## src/rtl/pair_match_pkg.sv

```systemverilog
// Shared types and helpers for the pair-match frame counter.
// The pair-match function lives here so cell and bench agree on it.
package pair_match_pkg;

    localparam int DEFAULT_FRAME_LEN = 8;

    typedef enum logic {
        ACCUM  = 1'b0,
        REPORT = 1'b1
    } state_t;

    // Pair matches unless both bit positions differ.
    function automatic logic pair_match(
        input logic x1,
        input logic x2,
        input logic y1,
        input logic y2
    );
        return (x1 == y1) | (x2 == y2);
    endfunction

endpackage

```

## src/rtl/pair_match_cell.sv

```systemverilog
// Combinational pair-match cell: m = (x1 == y1) | (x2 == y2).
// Kept as its own module so the match logic is a single instance.
module pair_match_cell
    import pair_match_pkg::*;
(
    input  logic x1,
    input  logic x2,
    input  logic y1,
    input  logic y2,
    output logic m
);

    assign m = pair_match(x1, x2, y1, y2);

endmodule

```

## src/rtl/pair_match_counter.sv

```systemverilog
// Counts pair matches over frames of FRAME_LEN pairs, reports per frame.
// Optional mismatch_cnt output: define PAIR_MATCH_MISMATCH_CNT_EN.
module pair_match_counter
    import pair_match_pkg::*;
#(
    parameter int FRAME_LEN = DEFAULT_FRAME_LEN,
    parameter int CNT_W     = $clog2(FRAME_LEN + 1)
) (
    input  logic             clk,
    input  logic             rst_n,
    input  logic             in_valid,
    output logic             in_ready,
    input  logic             x1,
    input  logic             x2,
    input  logic             y1,
    input  logic             y2,
    output logic             out_valid,
    input  logic             out_ready,
    output logic [CNT_W-1:0] match_cnt,
    output logic             all_match
`ifdef PAIR_MATCH_MISMATCH_CNT_EN
    ,
    output logic [CNT_W-1:0] mismatch_cnt
`endif
);

    localparam logic [CNT_W-1:0] LAST = CNT_W'(FRAME_LEN - 1);
    localparam logic [CNT_W-1:0] FULL = CNT_W'(FRAME_LEN);
    localparam logic [CNT_W-1:0] ONE  = CNT_W'(1);

    state_t           state_q;
    state_t           state_d;
    logic [CNT_W-1:0] idx_q;
    logic [CNT_W-1:0] acc_q;
    logic [CNT_W-1:0] acc_sum;
    logic             m;
    logic             in_hs;
    logic             last_hs;

    pair_match_cell u_cell (
        .x1 (x1),
        .x2 (x2),
        .y1 (y1),
        .y2 (y2),
        .m  (m)
    );

    assign in_hs   = in_valid & in_ready;
    assign last_hs = in_hs & (idx_q == LAST);
    assign acc_sum = acc_q + (m ? ONE : '0);

    // State register.
    always_ff @(posedge clk or negedge rst_n) begin
        if (!rst_n) begin
            state_q <= ACCUM;
        end else begin
            state_q <= state_d;
        end
    end

    // Next-state and handshake decode from registered state only.
    always_comb begin
        state_d   = state_q;
        in_ready  = 1'b0;
        out_valid = 1'b0;
        unique case (state_q)
            ACCUM: begin
                in_ready = 1'b1;
                if (last_hs) begin
                    state_d = REPORT;
                end
            end
            REPORT: begin
                out_valid = 1'b1;
                if (out_ready) begin
                    state_d = ACCUM;
                end
            end
            default: state_d = ACCUM;
        endcase
    end

    // Frame counters and result register; the result loads on the last pair.
    always_ff @(posedge clk or negedge rst_n) begin
        if (!rst_n) begin
            idx_q     <= '0;
            acc_q     <= '0;
            match_cnt <= '0;
            all_match <= 1'b0;
        end else if (in_hs) begin
            if (last_hs) begin
                idx_q     <= '0;
                acc_q     <= '0;
                match_cnt <= acc_sum;
                all_match <= (acc_sum == FULL);
            end else begin
                idx_q <= idx_q + ONE;
                acc_q <= acc_sum;
            end
        end
    end

`ifdef PAIR_MATCH_MISMATCH_CNT_EN
    logic [CNT_W-1:0] mis_q;
    logic [CNT_W-1:0] mis_sum;

    assign mis_sum = mis_q + (m ? '0 : ONE);

    // Independent mismatch accumulator, registered with match_cnt.
    always_ff @(posedge clk or negedge rst_n) begin
        if (!rst_n) begin
            mis_q        <= '0;
            mismatch_cnt <= '0;
        end else if (in_hs) begin
            if (last_hs) begin
                mis_q        <= '0;
                mismatch_cnt <= mis_sum;
            end else begin
                mis_q <= mis_sum;
            end
        end
    end
`endif

endmodule

```

## config.mk

```make
export PLATFORM = sky130hd
export DESIGN_NAME = pair_match_counter
export DESIGN_NICKNAME = d
export VERILOG_FILES = /design/src/rtl/pair_match_pkg.sv /design/src/rtl/pair_match_cell.sv /design/src/rtl/pair_match_counter.sv
export SDC_FILE = /design/constraint.sdc
export NUM_CORES = 1
export LEC_CHECK = 0
export ABC_AREA = 1
export CAP_MARGIN = 20
export CORE_MARGIN = 4
export CORE_UTILIZATION = 50
export CTS_CLUSTER_DIAMETER = 100
export DETAILED_ROUTE_END_ITERATION = 8
export HOLD_SLACK_MARGIN = 0.1
export PLACE_DENSITY = 0.81
export SYNTH_ARGS = -nofsm -noshare
export SYNTH_HDL_FRONTEND = slang
export SYNTH_SLANG_ARGS = --single-unit
```

## constraint.sdc

```tcl
create_clock -name clk -period 3.32 [get_ports clk]
set_clock_uncertainty 0.15 [all_clocks]
set_input_delay 0.664 -clock clk [delete_from_list [all_inputs] [get_ports clk]]
set_output_delay 0.664 -clock clk [all_outputs]
set_load 0.01 [all_outputs]
```

# After elaboration in Yosys (flattened, before gate mapping)
# Cells that the tools add are included.
# classes
addsub,2
mul,0
div_mod_pow,0
n_lt_le_gt_ge,0
n_eq_ne,4
shifts,0
n_mux,8
n_bitwise,4
n_reduce_logical,1
# ops
operator,count
$mux W4,2
$mux W1,5
$add A4 B1 Y4,1
$add A4 B1 Y4 const B,1
$eq A4 B3 Y1 const B,1
$eq A4 B4 Y1 const B,1
$and A1 B1 Y1,2
$eq A1 B1 Y1,2
$pmux W1 S2,1
$reduce_and A2 Y1,1
$not A1 Y1,1
$or A1 B1 Y1,1
# word_totals
ff_bits,14
latchBits,0
ram_bits,0
romBits,0
in_bits,8
out_inout_bits,7
n_memories,0

# Logic depth before layout (Yosys ltp)
# Gate-level depths: netlist of run 1.
# depth
word_depth,5
mapped_depth,10

# Cells and area by module
# A second synthesis of run 1 with hierarchy kept.
# hier_totals
cells_unflattened,86
area_unflattened_um2,710.7
# by_module_without_submodules
module,instances,cells_per_inst,area_per_inst_um2,seq_area_each_um2
pair_match_counter,1,76,673.1,350.3
pair_match_cell,1,10,37.5,0.0

# Worst setup path before layout of run 1
# OpenSTA, ideal clock, no wires.
# synth_path
path_kind,input to register
startpoint,input port x1
endpoint,register all_match
setup_ns,0.065
t_arrival_ns,1.655
t_required_ns,3.105
slack_ns,1.450
path_stages,9
path_buffers,0
path_cell_list,xor2_1 > nand2_1 > ha_1 > ha_1 > inv_1 > nand2_1 > nor2_1 > nand3_1 > nand2_1
# synth_via
elab_chain_len,5
# synth_lines
element,line_no,rtl
start: declaration,pair_match_counter.sv:13,"input logic x1,"
$eq A1 B1 Y1,pair_match_pkg.sv:19,return (x1 == y1) | (x2 == y2);
$or A1 B1 Y1,pair_match_pkg.sv:19,
$mux W1,pair_match_counter.sv:50,assign acc_sum = acc_q + (m ? ONE : '0);
$add A4 B1 Y4,pair_match_counter.sv:50,
via acc_sum[1],pair_match_counter.sv:35,logic [CNT_W-1:0] acc_sum;
$eq A4 B4 Y1,pair_match_counter.sv:95,all_match <= (acc_sum == FULL);
end signal: assignment,pair_match_counter.sv:95,
end: declaration,pair_match_counter.sv:20,output logic all_match
# The timed path passes the listed nets, and every way through them passes these cells.
# A chain may end at the register's enable or synchronous reset.

# Worst setup path in the final report of run 1
# layout_path
startpoint,input port x2
endpoint,register all_match
# layout_via
elab_chain_len,5
# layout_lines
element,line_no,rtl
start: declaration,pair_match_counter.sv:14,"input logic x2,"
$eq A1 B1 Y1,pair_match_pkg.sv:19,
$or A1 B1 Y1,pair_match_pkg.sv:19,
$mux W1,pair_match_counter.sv:50,
$add A4 B1 Y4,pair_match_counter.sv:50,
via acc_sum[1],pair_match_counter.sv:35,
$eq A4 B4 Y1,pair_match_counter.sv:95,
# The timed path passes the listed nets, and every way through them passes these cells.

==> flow_summary.html, run 1 <==
<table>
<tr><th>Metric</th><th>Value</th></tr>
<tr><th colspan="2">Status</th></tr>
<tr><td>Result of the run</td><td>completed</td></tr>
<tr><th colspan="2">Yosys</th></tr>
<tr><td>Post-synth EDFFs</td><td>0</td></tr>
<tr><td>Most used DFF post-synth</td><td>sky130_fd_sc_hd__dfrtp_1</td></tr>
<tr><td>Largest family of logic cells by synthesized area</td><td>simple AND/OR/NAND/NOR gates</td></tr>
<tr><td>Post-synth design cell area</td><td>between 700 and 800 sq um</td></tr>
<tr><td>Gate Count Post-Synth</td><td>80</td></tr>
<tr><td>Most frequent cell after synthesis</td><td>sky130_fd_sc_hd__nand2_1</td></tr>
<tr><td>YS warnings</td><td>0</td></tr>
<tr><td>Sequential fraction of the synthesis area</td><td>49.0%</td></tr>
<tr><td>Post-synthesis sequential element count</td><td>14</td></tr>
<tr><td>Xor/xnor cell area share of the yosys netlist</td><td>3.68%</td></tr>
<tr><td>Largest cells by area after synthesis</td><td>sky130_fd_sc_hd__dfrtp_1, sky130_fd_sc_hd__nand2_1, sky130_fd_sc_hd__o21ai_0</td></tr>
<tr><td>Synthesized area per cell</td><td>8.93 sq um</td></tr>
<tr><td>Post-synthesis cell type count</td><td>17</td></tr>
<tr><td>Simple logic cell fraction of the synthesized area</td><td>between 20% and 30%</td></tr>
<tr><td>Area fraction in compound gates after synthesis</td><td>around 9.6%</td></tr>
<tr><td>Synthesized-area fraction occupied by adder cells</td><td>roughly 5.3%</td></tr>
<tr><td>Area leader, netlist</td><td>sky130_fd_sc_hd__dfrtp_1</td></tr>
<tr><td>Net Count, Synth</td><td>91</td></tr>
<tr><td>Synth top cells by count</td><td>sky130_fd_sc_hd__nand2_1, sky130_fd_sc_hd__dfrtp_1, sky130_fd_sc_hd__inv_1, sky130_fd_sc_hd__o21ai_0, sky130_fd_sc_hd__nand3_1</td></tr>
<tr><td>Mux cell area share after synthesis</td><td>0%</td></tr>
<tr><td>Top-area cell type share of the netlist area</td><td>between 40% and 50%</td></tr>
<tr><td>Share of flip-flops with an asynchronous set or reset</td><td>100%</td></tr>
<tr><th colspan="2">CTS</th></tr>
<tr><td>Root buf cell</td><td>sky130_fd_sc_hd__clkbuf_4</td></tr>
<tr><td>Post-cts repair resize count</td><td>0</td></tr>
<tr><td>Number of buffers added for setup after CTS</td><td>0</td></tr>
<tr><td>Clock slew at reported path FFs</td><td>approximately 0.08 ns</td></tr>
<tr><td>Clock insertion delay at the later pin of the skew report</td><td>approximately 0.27 ns</td></tr>
<tr><td>CTS Hold Bufs</td><td>0</td></tr>
<tr><td>Number of H-tree branching levels</td><td>1</td></tr>
<tr><td>Number of clock buffers inserted by TritonCTS</td><td>3</td></tr>
<tr><td>Deepest clock path buffer count</td><td>2</td></tr>
<tr><td>Clk sinks</td><td>14</td></tr>
<tr><td>CTS tree</td><td>done</td></tr>
<tr><th colspan="2">Route</th></tr>
<tr><td>Number of design-rule violations left by the first detailed-router iteration</td><td>8</td></tr>
<tr><td>Drt pass-1 iters</td><td>4</td></tr>
<tr><td>Vias after detailed routing</td><td>about 580</td></tr>
<tr><td>Routed wire per std cell</td><td>11.6 microns</td></tr>
<tr><td>Drt via density</td><td>roughly 5.2</td></tr>
<tr><td>Antenna-violating nets left</td><td>0</td></tr>
<tr><td>Count of unresolved DRC violations after routing</td><td>0</td></tr>
<tr><td>Total wirelength of the detailed-routed design</td><td>1.29 mm</td></tr>
<tr><th colspan="2">Pwr</th></tr>
<tr><td>Power Internal</td><td>0.414 mW</td></tr>
<tr><td>Total power of the final layout</td><td>0.682 mW</td></tr>
<tr><td>Net Sw Power</td><td>around 0.27 mW</td></tr>
<tr><td>Max VDD drop</td><td>0.437 mV</td></tr>
<tr><td>Share of total power in sequential cells</td><td>42.9%</td></tr>
<tr><td>Leakage</td><td>between 0.4 and 0.5 nW</td></tr>
<tr><td>Switching fraction of total power</td><td>around two fifths</td></tr>
<tr><td>Pwr dens</td><td>between 700 and 800 mW/mm^2</td></tr>
<tr><td>Share of power burned in combinational logic</td><td>a little over two fifths</td></tr>
<tr><td>Clock power share</td><td>between 10% and 20%</td></tr>
<tr><th colspan="2">Critical path</th></tr>
<tr><td>Top fanout value on the critical path</td><td>3</td></tr>
<tr><td>Startpoint of the worst register-to-register path</td><td>acc_q[0]$_DFFE_PN0P_</td></tr>
<tr><td>Slowest-stage cell, CP</td><td>sky130_fd_sc_hd__clkdlybuf4s50_1</td></tr>
<tr><td>Reg2Reg Depth</td><td>7</td></tr>
<tr><td>WP data arrival</td><td>around 2.2 ns</td></tr>
<tr><td>CP startpoint</td><td>x2</td></tr>
<tr><td>Top delay family on crit path</td><td>buffers and inverters</td></tr>
<tr><td>Most frequent cell on the critical path</td><td>sky130_fd_sc_hd__nand2_1</td></tr>
<tr><td>Cells along the critical path</td><td>clkdlybuf4s50_1 &gt; xor2_1 &gt; nand2_1 &gt; ha_1 &gt; ha_1 &gt; inv_1 &gt; nand2_1 &gt; nor2_1 &gt; nand3_1 &gt; nand2_1</td></tr>
<tr><td>Required time at the worst-slack endpoint</td><td>3.38 ns</td></tr>
<tr><td>Crit path largest cell delay</td><td>0.47 ns</td></tr>
<tr><td>Type of element capturing the critical path</td><td>flop</td></tr>
<tr><td>Critical path buffer and inverter count</td><td>2</td></tr>
<tr><td>Worst Setup Path Type</td><td>input port to flop</td></tr>
<tr><td>Startpoint kind of the worst setup timing path</td><td>input port</td></tr>
<tr><td>Logic depth of the worst setup path including buffers</td><td>10</td></tr>
<tr><th colspan="2">Finish</th></tr>
<tr><td>Fin area</td><td>between 800 and 900 sq um</td></tr>
<tr><td>Core Util, Final</td><td>67.1%</td></tr>
<tr><td>Layout Area Growth over Synthesis</td><td>23.8%</td></tr>
<tr><td>Fraction of final layout cells with drive strength greater than 1</td><td>approximately a tenth</td></tr>
<tr><td>Footprint of the multi-input gates</td><td>315 sq um</td></tr>
<tr><td>Fill count</td><td>around 110</td></tr>
<tr><td>Register cell area after layout</td><td>~350 sq um</td></tr>
<tr><td>Number of cells in the finished layout apart from fillers</td><td>between 100 and 150</td></tr>
<tr><td>Antenna Diode Count</td><td>0</td></tr>
<tr><td>Nets</td><td>approximately 110</td></tr>
<tr><th colspan="2">Placement</th></tr>
<tr><td>Number of port buffers</td><td>14</td></tr>
<tr><td>Minimum setup slack after placement</td><td>approximately 0.85 ns</td></tr>
<tr><td>Detailed-placement wirelength estimate</td><td>~1000 microns</td></tr>
<tr><td>Gpl congestion</td><td>around 0.76</td></tr>
<tr><td>Inst Count DP</td><td>108</td></tr>
<tr><td>Area after detailed placement</td><td>862 sq um</td></tr>
<tr><th colspan="2">Flow run</th></tr>
<tr><td>Max-cap violations</td><td>0</td></tr>
<tr><th colspan="2">Die</th></tr>
<tr><td>Rows</td><td>13</td></tr>
<tr><td>Die footprint</td><td>0.00210 sq mm</td></tr>
<tr><td>Area of the placeable core</td><td>about 0.0013 sq mm</td></tr>
<tr><td>Number of I/O pins</td><td>15</td></tr>
<tr><td>Die X-Extent</td><td>45.8 microns</td></tr>
<tr><td>Die boundary height</td><td>about 46 microns</td></tr>
<tr><td>Starting density of the core</td><td>around 54%</td></tr>
<tr><th colspan="2">Global route</th></tr>
<tr><td>Sum of overflow across all layers after global routing</td><td>0</td></tr>
<tr><td>Total track usage</td><td>between 15 and 20%</td></tr>
<tr><td>Via count of the first global-routing pass</td><td>~570</td></tr>
<tr><td>Number of antenna violations at the first check in global routing</td><td>0</td></tr>
<tr><td>Wire length of the first global-routing pass</td><td>roughly 2.3 mm</td></tr>
<tr><td>Maximum number of pins on one net before global-route repair</td><td>15</td></tr>
<tr><th colspan="2">Worst hold path</th></tr>
<tr><td>HP Start</td><td>match_cnt[2]$_DFFE_PN0P_</td></tr>
<tr><td>Worst min path class</td><td>flop to flop</td></tr>
<tr><td>Worst Hold Depth</td><td>2</td></tr>
<tr><th colspan="2">Timing</th></tr>
<tr><td>Min cycle time layout</td><td>~2.2 ns</td></tr>
<tr><td>Total setup violations reported at the end of the flow</td><td>0</td></tr>
<tr><td>Worst slew pin tran</td><td>between 0.5 and 0.6 ns</td></tr>
<tr><td>Final worst-path setup slack</td><td>~1.2 ns</td></tr>
<tr><td>Highest clock rate</td><td>roughly 0.46 GHz</td></tr>
<tr><td>Worst hold slack</td><td>between 0.3 and 0.4 ns</td></tr>
<tr><td>Slew margin rel.</td><td>around three fifths</td></tr>
<tr><td>Setup repair after global routing missed its margin</td><td>false</td></tr>
<tr><td>Period utilisation layout</td><td>roughly 65%</td></tr>
<tr><td>Fin. max-slew vios</td><td>0</td></tr>
<tr><td>Number of hold violations in the final report</td><td>0</td></tr>
<tr><td>Final setup TNS</td><td>0 ns</td></tr>
</table>
## layout make-up
type                       instances  share of cell area [%]
tap                               15                    2.12
multi-input combinational         55                    35.6
clock buffer                       3                    2.55
timing repair buffer              14                    15.8
sequential                        14                    39.6
inverter                          10                    4.24
## layer usage
metal	GRT usage [%]	vias up	share of wire, %
met3	5.93	2	7.8
met1	18.2	273	42
li1	-	292	-
met5	0	-	0
met4	3.41	0	0.70
met2	26.5	14	49
## flip-flops by register name, indices dropped and copies added, names as in the netlist
name       flops
all_match      1
match_cnt      4
acc_q          4
state_q        1
idx_q          4
## cell usage in the layout, fill, tap and decap left out, drive strengths merged
master,synthesis,routed
a21oi,2,2
clkdlybuf4s50,0,14
xor2,3,3
nor3,1,1
inv,10,10
o22ai,1,1
nand4,1,1
nand2,26,26
dfrtp,14,14
o21ai,9,9
nand3,5,5
nor2,4,4
clkbuf,0,3
ha,3,3
## power groups by stage
stage / logic, mW / registers (mW) / clock network, mW
floorplan: 0.188 / 0.298 / 0
global placement: 0.291 / 0.292 / 0
detailed placement: 0.302 / 0.295 / 0
CTS: 0.303 / 0.293 / 0.0953
global route: 0.346 / 0.304 / 0.103
finish: 0.299 / 0.292 / 0.0907
## path summary, 6_finish.rpt
check	to	slack [ns]
max in group asynchronous	state_q$_DFF_PN0_	2.01
min in group asynchronous	match_cnt[3]$_DFFE_PN0P_	0.62
max	all_match$_DFFE_PN0P_	1.15
max reg2reg	all_match$_DFFE_PN0P_	1.82
min	match_cnt[2]$_DFFE_PN0P_	0.36
min reg2reg	match_cnt[2]$_DFFE_PN0P_	0.36
## tightest hold or removal path, stage by stage, from the launching register on
cell and delay, ns:
sky130_fd_sc_hd__dfrtp_1 0.35, sky130_fd_sc_hd__o21ai_0 0.08, sky130_fd_sc_hd__nand2_1 0.05
## cell families after synthesis
kind of cell,Yosys count
fa+ha+maj,3
xor+xnor,3
buf+inv,11
compound gates,12
simple gates,37
flops,14
Power figures use the tool's default switching activity.
==> run 2: changes to the inputs <==
CORE_UTILIZATION = 43   (was 50)
PLACE_DENSITY = 0.75   (was 0.81)
clock period = 1.8 ns   (was 3.32 ns; I/O delays follow)
==> run 2 against run 1 <==
Net effect:
- flip-flop and latch count unchanged
- cell count is 7.2% higher
- core utilization shrank 3.0 points
- setup slack lost 1.1 ns
- sequential share of layout area down 4.2 points
- largest cell class unchanged
- critical endpoint is now match_cnt[0]
- wire length grew 13%
- global-route usage fell by 1.8 points
- register-to-register slack got worse by 1.4 ns
==> flow_summary.html, run 2 (synthesis results as in run 1) <==
<table>
<tr><th>Metric</th><th>Value</th></tr>
<tr><th colspan="2">Status</th></tr>
<tr><td>Result of the run</td><td>completed</td></tr>
<tr><th colspan="2">Timing</th></tr>
<tr><td>Fin. max-slew vios</td><td>0 (unchanged)</td></tr>
<tr><td>Final worst-path setup slack</td><td>0.0999 ns (-1.05 ns)</td></tr>
<tr><td>Worst hold slack</td><td>0.225 ns (-0.131 ns)</td></tr>
<tr><td>Total setup violations reported at the end of the flow</td><td>0 (unchanged)</td></tr>
<tr><td>Number of hold violations in the final report</td><td>0 (unchanged)</td></tr>
<tr><td>Slew margin rel.</td><td>85.6% (+26 points)</td></tr>
<tr><td>Min cycle time layout</td><td>1.70 ns</td></tr>
<tr><td>Period utilisation layout</td><td>between 90% and 100%</td></tr>
<tr><td>Worst slew pin tran</td><td>0.216 ns (-0.382 ns)</td></tr>
<tr><td>Highest clock rate</td><td>just under 0.6 GHz</td></tr>
<tr><td>Setup repair after global routing missed its margin</td><td>false</td></tr>
<tr><th colspan="2">CTS</th></tr>
<tr><td>Root buf cell</td><td>sky130_fd_sc_hd__clkbuf_4</td></tr>
<tr><td>Number of clock buffers inserted by TritonCTS</td><td>3 (unchanged)</td></tr>
<tr><td>Clock slew at reported path FFs</td><td>0.09 ns (about the same)</td></tr>
<tr><td>CTS tree</td><td>done</td></tr>
<tr><td>Number of buffers added for setup after CTS</td><td>0 (unchanged)</td></tr>
<tr><td>Deepest clock path buffer count</td><td>2 (unchanged)</td></tr>
<tr><td>Number of H-tree branching levels</td><td>1 (unchanged)</td></tr>
<tr><td>CTS Hold Bufs</td><td>0 (unchanged)</td></tr>
<tr><td>Clk sinks</td><td>14 (unchanged)</td></tr>
<tr><td>Clock insertion delay at the later pin of the skew report</td><td>0.29 ns (+0.02 ns)</td></tr>
<tr><th colspan="2">Critical path</th></tr>
<tr><td>WP data arrival</td><td>1.19 ns (-1.04 ns)</td></tr>
<tr><td>Top delay family on crit path</td><td>buffers and inverters</td></tr>
<tr><td>Startpoint kind of the worst setup timing path</td><td>flop</td></tr>
<tr><td>Top fanout value on the critical path</td><td>2 (-1)</td></tr>
<tr><td>Critical path buffer and inverter count</td><td>1 (-1)</td></tr>
<tr><td>Required time at the worst-slack endpoint</td><td>1.29 ns (-2.09 ns)</td></tr>
<tr><td>Cells along the critical path</td><td>clkdlybuf4s50_1</td></tr>
<tr><td>Crit path largest cell delay</td><td>0.54 ns (+0.07 ns)</td></tr>
<tr><td>Type of element capturing the critical path</td><td>output pin</td></tr>
<tr><td>Worst Setup Path Type</td><td>flop to output pin</td></tr>
<tr><td>Slowest-stage cell, CP</td><td>sky130_fd_sc_hd__clkdlybuf4s50_1</td></tr>
<tr><th colspan="2">Finish</th></tr>
<tr><td>Register cell area after layout</td><td>350 sq um (unchanged)</td></tr>
<tr><td>Fill count</td><td>138 (+21%)</td></tr>
<tr><td>Antenna Diode Count</td><td>0 (unchanged)</td></tr>
<tr><td>Commonest cells after routing, fill and taps aside</td><td>sky130_fd_sc_hd__nand2_1, sky130_fd_sc_hd__dfrtp_1, sky130_fd_sc_hd__o21ai_0, sky130_fd_sc_hd__clkdlybuf4s50_1, sky130_fd_sc_hd__inv_1</td></tr>
<tr><td>Largest registers</td><td>acc_q: 4 flops, idx_q: 4 flops, match_cnt: 4 flops</td></tr>
<tr><td>Most common cell after layout, fill and taps aside</td><td>sky130_fd_sc_hd__nand2_1</td></tr>
<tr><td>Footprint of the multi-input gates</td><td>348 sq um (+10%)</td></tr>
<tr><td>Fraction of final layout cells with drive strength greater than 1</td><td>22.3% (+12 points)</td></tr>
<tr><td>Nets</td><td>115 (+5.5%)</td></tr>
<tr><td>Layout Area Growth over Synthesis</td><td>38.4%</td></tr>
<tr><td>Fin area</td><td>988 sq um (+12%)</td></tr>
<tr><th colspan="2">Flow run</th></tr>
<tr><td>Max-cap violations</td><td>0 (unchanged)</td></tr>
<tr><th colspan="2">Route</th></tr>
<tr><td>Drt pass-1 iters</td><td>2 (-2)</td></tr>
<tr><td>Total wirelength of the detailed-routed design</td><td>1.45 mm (+13%)</td></tr>
<tr><td>Number of design-rule violations left by the first detailed-router iteration</td><td>5 (-3)</td></tr>
<tr><td>Vias after detailed routing</td><td>593 (+2.1%)</td></tr>
<tr><td>Antenna-violating nets left</td><td>0 (unchanged)</td></tr>
<tr><td>Drt via density</td><td>4.98 (-4.8%)</td></tr>
<tr><td>Routed wire per std cell</td><td>12.2 microns (+5.1%)</td></tr>
<tr><td>Count of unresolved DRC violations after routing</td><td>0 (unchanged)</td></tr>
<tr><th colspan="2">Pwr</th></tr>
<tr><td>Net Sw Power</td><td>0.579 mW (+120%)</td></tr>
<tr><td>Share of power burned in combinational logic</td><td>47.0% (+3.2 points)</td></tr>
<tr><td>Clock power share</td><td>15.8% (+2.5 points)</td></tr>
<tr><td>Share of total power in sequential cells</td><td>37.2% (-5.7 points)</td></tr>
<tr><td>Switching fraction of total power</td><td>38.9% (-0.43 points)</td></tr>
<tr><td>Leakage</td><td>0.505 nW (+16%)</td></tr>
<tr><td>Max VDD drop</td><td>0.796 mV (+82%)</td></tr>
<tr><td>Pwr dens</td><td>1510 mW/mm^2 (+96%)</td></tr>
<tr><td>Power Internal</td><td>0.911 mW (+120%)</td></tr>
<tr><th colspan="2">Die</th></tr>
<tr><td>Die X-Extent</td><td>48.8 microns (+6.5%)</td></tr>
<tr><td>Area of the placeable core</td><td>0.00154 sq mm (+17%)</td></tr>
<tr><td>Number of I/O pins</td><td>15 (unchanged)</td></tr>
<tr><td>Rows</td><td>14 (+1)</td></tr>
<tr><td>Die footprint</td><td>0.00238 sq mm (+13%)</td></tr>
<tr><td>Starting density of the core</td><td>46.3% (-7.9 points)</td></tr>
<tr><td>Die boundary height</td><td>48.8 microns (+6.5%)</td></tr>
<tr><th colspan="2">Global route</th></tr>
<tr><td>Wire length of the first global-routing pass</td><td>2.59 mm (+11%)</td></tr>
<tr><td>Total track usage</td><td>13.7% (-1.8 points)</td></tr>
<tr><td>Sum of overflow across all layers after global routing</td><td>0 (unchanged)</td></tr>
<tr><td>Via count of the first global-routing pass</td><td>635 (+12%)</td></tr>
<tr><td>Number of antenna violations at the first check in global routing</td><td>0 (unchanged)</td></tr>
<tr><td>Maximum number of pins on one net before global-route repair</td><td>15 (unchanged)</td></tr>
<tr><th colspan="2">Worst hold path</th></tr>
<tr><td>Worst min path class</td><td>input port to asynchronous set/reset pin</td></tr>
<tr><th colspan="2">Placement</th></tr>
<tr><td>Minimum setup slack after placement</td><td>-0.352 ns (-1.20 ns)</td></tr>
<tr><td>Gpl congestion</td><td>0.779 (+2.8%)</td></tr>
<tr><td>Number of port buffers</td><td>14 (unchanged)</td></tr>
<tr><td>Area after detailed placement</td><td>908 sq um (+5.4%)</td></tr>
<tr><td>Detailed-placement wirelength estimate</td><td>1.06 mm (+8.8%)</td></tr>
</table>
-- run 2: changes by cell type in the layout (fill, tap and decap cells not counted), sizes merged --
| cell | before | now |
|---|---|---|
| clkbuf | 3 | 4 |
| clkdlybuf4s50 | 14 | 9 |
| dlygate4sd2 | 0 | 1 |
| buf | 0 | 6 |
| dlymetal6s2s | 0 | 4 |
-- run 2: power by group through the flow --
stage	combinational [mW]	clock [mW]	sequential, mW
3_5_place_dp	0.634	0	0.549
5_1_grt	0.803	0.253	0.573
6_report	0.701	0.235	0.554
2_1_floorplan	0.347	0	0.550
3_3_place_gp	0.608	0	0.539
4_1_cts	0.642	0.240	0.545
-- run 2: timing repair --
action / in CTS / in global routing
resized for setup: 3 / 10
pin swaps: 2 / 5
endpoints found under the setup margin: 2 / 1
-- run 2: final timing paths --
path	startpoint	end	slack, ns	cells past startpoint
min	rst_n	acc_q[2]$_DFFE_PN0P_	0.23	2
min in group clk	match_cnt[2]$_DFFE_PN0P_	match_cnt[2]$_DFFE_PN0P_	0.35	2
max reg2reg	idx_q[0]$_DFFE_PN0P_	acc_q[2]$_DFFE_PN0P_	0.41	6
max	match_cnt[0]$_DFFE_PN0P_	match_cnt[0]	0.1	1
max in group asynchronous	rst_n	match_cnt[2]$_DFFE_PN0P_	1.11	2
min reg2reg	match_cnt[2]$_DFFE_PN0P_	match_cnt[2]$_DFFE_PN0P_	0.35	2
-- run 2: metal layers --
| layer | GRT usage [%] | vias up | share of wire, % |
|---|---|---|---|
| met5 | 0 | - | 0 |
| met4 | 4.04 | 0 | 0.90 |
| met3 | 6.13 | 2 | 7.3 |
| met2 | 25.2 | 16 | 52 |
| met1 | 13.4 | 272 | 40 |
| li1 | - | 303 | - |
-- run 2: metrics by stage --
stage | std cells | TNS, ns | power [mW] | utilization, %
2_1_floorplan | 80 | 0 | 0.897 | -
3_3_place_gp | 115 | -1.32 | 1.15 | 58.9
3_5_place_dp | 115 | -1.67 | 1.18 | 58.9
4_1_cts | 119 | 0 | 1.43 | 61.4
5_1_grt | 119 | 0 | 1.63 | 64.1
6_report | 119 | 0 | 1.49 | 64.1
-- run 2: area by class of cell --
class / count / area share [%]
sequential: 14 / 35.4
multi-input combinational: 55 / 35.2
timing repair buffer: 20 / 19.6
inverter: 10 / 4.05
clock buffer: 4 / 3.67
tap: 16 / 2.03
